===== src/rtl/seg7_scan_display.sv =====
// N-digit multiplexed seven-segment driver: hex decode, per-digit dp, PWM dimming, frame-committed updates.
// Latency: seg/dp/dig_sel registered 1 clk behind the scan state; load_ack 1 clk after the committing boundary.
// Backpressure: none; latest load overwrites pending. Optional SEG7_LZ_BLANK_EN enables leading-zero blanking.
module seg7_scan_display #(
   parameter int DIGITS     = 4,
   parameter int SCAN_DIV   = 50000,
   parameter int PWM_BITS   = 4,
   parameter int ACTIVE_LOW = 1
) (
   input  logic                  clk,
   input  logic                  reset_in,
   input  logic [4*DIGITS-1:0]   value_in,
   input  logic [DIGITS-1:0]     dp_in,
   input  logic                  load,
   output logic                  load_ack,
   input  logic [PWM_BITS-1:0]   brightness,
   output logic [6:0]            seg,
   output logic                  dp,
   output logic [DIGITS-1:0]     dig_sel,
   output logic                  frame_strb
);

   localparam int   DIV_W = (SCAN_DIV > 1) ? $clog2(SCAN_DIV) : 1;
   localparam int   IDX_W = (DIGITS > 1) ? $clog2(DIGITS) : 1;
   localparam logic POL   = (ACTIVE_LOW != 0);

   logic [DIV_W-1:0]    div;
   logic [IDX_W-1:0]    idx;
   logic [PWM_BITS-1:0] pwm;
   logic [4*DIGITS-1:0] disp_val, pend_val;
   logic [DIGITS-1:0]   disp_dp, pend_dp;
   logic                pend;
   logic                div_wrap, idx_wrap, boundary;

   logic [3:0]          nib;
   logic                nib_dp, nib_blank, lit;
   logic [6:0]          seg_hi;
   logic [DIGITS-1:0]   sel_hi;

   assign div_wrap   = (div == DIV_W'(SCAN_DIV - 1));
   assign idx_wrap   = (idx == IDX_W'(DIGITS - 1));
   assign boundary   = div_wrap && idx_wrap;
   assign frame_strb = boundary;

   function automatic logic [6:0] hex_decode(input logic [3:0] n);
      case (n)
         4'h0: hex_decode = 7'h3F;
         4'h1: hex_decode = 7'h06;
         4'h2: hex_decode = 7'h5B;
         4'h3: hex_decode = 7'h4F;
         4'h4: hex_decode = 7'h66;
         4'h5: hex_decode = 7'h6D;
         4'h6: hex_decode = 7'h7D;
         4'h7: hex_decode = 7'h07;
         4'h8: hex_decode = 7'h7F;
         4'h9: hex_decode = 7'h6F;
         4'hA: hex_decode = 7'h77;
         4'hB: hex_decode = 7'h7C;
         4'hC: hex_decode = 7'h39;
         4'hD: hex_decode = 7'h5E;
         4'hE: hex_decode = 7'h79;
         default: hex_decode = 7'h71;
      endcase
   endfunction

`ifdef SEG7_LZ_BLANK_EN
   logic [DIGITS-1:0] blank;
   logic              lz_run;

   // A digit blanks only while every digit from the top down to it is zero.
   always_comb begin
      lz_run = 1'b1;
      blank  = '0;
      for (int i = DIGITS - 1; i > 0; i--) begin
         lz_run   = lz_run && (disp_val[i*4 +: 4] == 4'h0);
         blank[i] = lz_run;
      end
   end
`endif

   always_comb begin
      nib       = 4'h0;
      nib_dp    = 1'b0;
      nib_blank = 1'b0;
      sel_hi    = '0;
      lit       = (pwm < brightness);
      for (int i = 0; i < DIGITS; i++) begin
         if (idx == IDX_W'(i)) begin
            nib       = disp_val[i*4 +: 4];
            nib_dp    = disp_dp[i];
`ifdef SEG7_LZ_BLANK_EN
            nib_blank = blank[i];
`endif
            sel_hi[i] = lit;
         end
      end
      seg_hi = nib_blank ? 7'h00 : hex_decode(nib);
   end

   always_ff @(posedge clk) begin
      if (reset_in) begin
         div      <= '0;
         idx      <= '0;
         pwm      <= '0;
         disp_val <= '0;
         disp_dp  <= '0;
         pend_val <= '0;
         pend_dp  <= '0;
         pend     <= 1'b0;
         load_ack <= 1'b0;
         seg      <= {7{POL}};
         dp       <= POL;
         dig_sel  <= {DIGITS{POL}};
      end else begin
         pwm <= pwm + 1'b1;
         div <= div_wrap ? '0 : div + 1'b1;
         if (div_wrap)
            idx <= idx_wrap ? '0 : idx + 1'b1;

         // Commit reads the old pending copy, so a load in the boundary cycle waits one frame.
         load_ack <= boundary && pend;
         if (boundary && pend) begin
            disp_val <= pend_val;
            disp_dp  <= pend_dp;
         end
         if (load) begin
            pend_val <= value_in;
            pend_dp  <= dp_in;
            pend     <= 1'b1;
         end else if (boundary) begin
            pend     <= 1'b0;
         end

         seg     <= seg_hi ^ {7{POL}};
         dp      <= nib_dp ^ POL;
         dig_sel <= sel_hi ^ {DIGITS{POL}};
      end
   end

endmodule


===== config.mk =====
export PLATFORM = sky130hd
export DESIGN_NAME = seg7_scan_display
export DESIGN_NICKNAME = d
export VERILOG_FILES = /design/src/rtl/seg7_scan_display.sv
export SDC_FILE = /design/constraint.sdc
export NUM_CORES = 1
export LEC_CHECK = 0
export BUFFER_PORTS_ARGS = -buffer_cell sky130_fd_sc_hd__buf_2
export CORE_ASPECT_RATIO = 1.2
export CORE_MARGIN = 5
export CORE_UTILIZATION = 30
export CTS_BUF_LIST = sky130_fd_sc_hd__clkbuf_4
export DETAILED_ROUTE_END_ITERATION = 16
export HOLD_SLACK_MARGIN = 0.06
export PLACE_DENSITY = 0.54
export SLEW_MARGIN = 20
export SYNTH_ARGS = -nofsm -noshare
export SYNTH_HDL_FRONTEND = slang
export SYNTH_SLANG_ARGS = --single-unit

===== constraint.sdc =====
create_clock -name clk -period 2.35 [get_ports clk]
set_input_delay 0.1175 -clock clk [delete_from_list [all_inputs] [get_ports clk]]
set_output_delay 0.1175 -clock clk [all_outputs]
set_load 0.005 [all_outputs]

==> flow_metrics.py <==
metrics = {
    "clock_network": {
        "post-cts-setup-buffers": 0,
        "tritoncts": "built",
        "cts_buffers": 9,
        "clk_root_buffer_cell": "sky130_fd_sc_hd__clkbuf_4",
        "clock_tree.buffer_depth": 2,
        "clock_sinks": 76,
        "path_clk_slew_ps": 130,
        "ctsHtreeMaxLevel": 3,
        "insertion_delay_ps": 440,
    },
    "detailed_routing": {
        "first_pass_iters": 4,
        "routed_wire_length_per_instance_um": 12.7,
        "detail_route.wirelength_um": 7100,
        "routed-via-count": 2711,
        "dr.first_iter.drc_count": 115,
        "drt-vias-per-instance": 4.83,
        "drt_drc_violations_left": 0,
        "post_detailed_route_count_of_antenna_violating_nets": 0,
    },
    "worst_setup_path": {
        "crit_path_end_kind": "register",
        "worstRegToRegCells": 7,
        "critical-path-top-delay-family": "simple AND/OR/NAND/NOR gates",
        "worstSetupStartpointType": "register",
        "worst_path_largest_cell_delay_ps": 520,
        "critical_path_class": "register to register",
        "cp_max_fo": 11,
        "crit_slowest_cell": "sky130_fd_sc_hd__or4_1",
        "setup.worst_path.start": "idx[1]",
        "critPathArrivalTime_ps": 2540,
        "timing.rr.end": "seg[0]",
        "r2r_slack_ps": 140,
        "cp_cell_sequence": "inv_1 > ha_2 > nand3b_1 > a221o_1 > ha_1 > or4_1 > o311a_1",
        "cp.buffers_inverters": 1,
        "timing.rr.start": "idx[1]",
        "cp_num_cells": 7,
        "worst_ep_required_time_ps": 2680,
    },
    "min_path": {
        "holdPathStages": 2,
        "min_path_type": "input port to register",
        "hold_path_end": "pwm[0]",
        "hold_start": "reset_in",
    },
    "sta": {
        "maxSlewHeadroom": 0.534,
        "slew_violations": 0,
        "hold_violations": 0,
        "worst_clock_skew_ps": 25.5,
        "fmax_mhz": 452,
        "final-setup-viol-count": 0,
        "post-route-min-period_ps": 2210,
        "tns_ps": 0,
        "post-route-period-util": 0.942,
        "unrepaired_setup_endpoints_after_global_routing": "no",
        "worst-slew-pin-transition_ps": 699,
        "timing.hold.ws_ps": 153,
    },
    "die": {
        "placement_rows": 42,
        "start_util": 0.304,
        "die-width_um": 106,
        "dieHeight_um": 126,
        "design.core.area_um2": 11000,
        "die-area_um2": 13300,
        "ios": 41,
    },
    "layout": {
        "drive_above_1_share": 0.179,
        "n_antenna_cell": 0,
        "syn_to_final_growth_pct": 22.1,
        "post_layout_instance_area_um2": 4080,
        "layout.filler_cells": 1114,
        "finalNonFillerCells": 561,
        "final_net_count": 467,
    },
    "status": {
        "outcome": "finished, final reports clean",
    },
    "placed_design": {
        "gp_congestion": 0.836,
        "post-dp-hpwl_um": 5110,
        "port_bufs": 40,
        "dp.cells": 525,
        "placement.cell_area_um2": 3680,
    },
    "power": {
        "power_density_nw_per_um2": 614,
        "leakagePower_nw": 1.60,
        "ir_worst_vdd_mv": 0.310,
    },
    "synthesis": {
        "synth_area_um2": 3340,
        "ys_top_cells_by_area": "sky130_fd_sc_hd__dfxtp_1 46%, sky130_fd_sc_hd__mux2i_1 7.2%, sky130_fd_sc_hd__ha_1 6.0%",
        "post-synth-top-area-cell": "sky130_fd_sc_hd__dfxtp_1",
        "synthDominantCellAreaShare": 0.456,
        "postSynth.asyncResetShare": 0,
        "synth_fp_nets": 412,
        "register_bit_count_reported_by_yosys": 76,
        "synthesis.instances": 369,
        "synth_edf_count": 0,
        "synth.yosys.seq_area_share": 0.456,
        "post_synth_num_cell_types": 47,
        "post-synth-top-count-cell": "sky130_fd_sc_hd__dfxtp_1",
        "warnings_synthesis": 0,
        "yosys_most_used_dff": "sky130_fd_sc_hd__dfxtp_1",
        "synth.cells.most_frequent": "76 x sky130_fd_sc_hd__dfxtp_1, 43 x sky130_fd_sc_hd__nor2_1, 28 x sky130_fd_sc_hd__nand3_1",
        "postSynthAreaPerCell_um2": 9.04,
    },
    "global_route": {
        "grt_remaining_overflow": 0,
        "groute.usage.overall": 0.113,
        "grt_first_pass_wirelength_um": 12200,
        "antenna_found_initial": 0,
        "pin_count_of_the_biggest_net_entering_global_routing": 33,
        "first_global_vias": 2606,
    },
    "run": {
        "max_cap_violations": 0,
    },
}
## where the power goes
group          total, mW  leakage [nW]  switching (mW)  internal [mW]
sequential          1.35         0.622          0.0214           1.33
clock               1.00         0.101           0.449          0.552
combinational      0.153         0.879          0.0695         0.0830
## logic make-up (layout without fill, tap and decap cells)
| group | after synthesis | after routing | synth area share |
|---|---|---|---|
| AND/OR/NAND/NOR | 123 | 123 | 0.186 |
| flip-flops | 76 | 76 | 0.456 |
| buffers and inverters | 40 | 100 | 0.0465 |
| adder cells (fa/ha/maj) | 16 | 16 | 0.0600 |
| XOR/XNOR | 15 | 15 | 0.0394 |
| multiplexers | 26 | 26 | 0.0787 |
| AO/OA/AOI/OAI | 73 | 73 | 0.133 |
## registers in the layout, indices dropped and copies added, names as in the netlist
signal / count
pwm: 4
pend: 1
idx: 2
pend_val: 16
disp_dp: 4
dp: 1
dig_sel: 4
disp_val: 16
load_ack: 1
pend_dp: 4
seg: 7
div: 16
## cells in the final DEF, fill, tap and decap left out, types with 4 or more instances in the layout
cell type                       netlist  routed
sky130_fd_sc_hd__dlygate4sd3_1        0      20
sky130_fd_sc_hd__o21ai_0             24      24
sky130_fd_sc_hd__xnor2_1             11      11
sky130_fd_sc_hd__nand3_1             28      28
sky130_fd_sc_hd__nor2b_1              4       4
sky130_fd_sc_hd__nand2_1             12      12
sky130_fd_sc_hd__xor2_1               4       4
sky130_fd_sc_hd__buf_4                0       9
sky130_fd_sc_hd__ha_1                16      13
sky130_fd_sc_hd__nand3b_1             4       4
sky130_fd_sc_hd__dfxtp_1             76      74
sky130_fd_sc_hd__inv_1               15      15
sky130_fd_sc_hd__buf_2                4      40
sky130_fd_sc_hd__nor3_1               5       5
sky130_fd_sc_hd__o211ai_1             4       4
sky130_fd_sc_hd__a21oi_1             25      25
sky130_fd_sc_hd__nor2_1              43      43
sky130_fd_sc_hd__clkbuf_4             0      10
sky130_fd_sc_hd__mux2i_1             24      24
sky130_fd_sc_hd__nor3b_1              4       4
## final cells by class
type / instances / area (µm²) / area share
Sequential cell: 76 / 1520 / 0.374
Timing Repair Buffer: 69 / 468 / 0.115
Clock buffer: 10 / 75.1 / 0.0184
Multi-Input combinational cell: 253 / 1670 / 0.411
Inverter: 15 / 56.3 / 0.0138
Clock inverter: 6 / 113 / 0.0276
Tap cell: 132 / 165 / 0.0405
## worst max path at each step
stage | to | slack [ps]
3_3_place_gp | seg[0] | 130
2_1_floorplan | seg[0] | 50
3_5_place_dp | seg[0] | 50
4_1_cts | seg[0] | 30
5_1_grt | disp_val[9] | 20
6_report | seg[0] | 140
## per-stage QoR
stage | total power [mW] | worst slack, ps | util
2_1_floorplan | 1.46 | 45.2 | -
3_3_place_gp | 1.50 | 127 | 0.335
3_5_place_dp | 1.51 | 45.3 | 0.335
4_1_cts | 2.54 | 27.3 | 0.370
5_1_grt | 2.63 | 25.0 | 0.371
6_report | 2.50 | 137 | 0.371
## what timing repair did
item | CTS | global route
hold buffers | 20 | 0
resized for setup | 2 | 3
endpoints found under the setup margin | 1 | 5
hold endpoints to repair | 20 | 0
## routing by layer
metal | global-route usage | part of all wire
met1 | 0.147 | 0.50
met4 | 0.0534 | 0.022
met3 | 0.0351 | 0.044
met5 | 0 | 0
met2 | 0.170 | 0.43
Note: power is estimated with default switching activity, not from simulation.
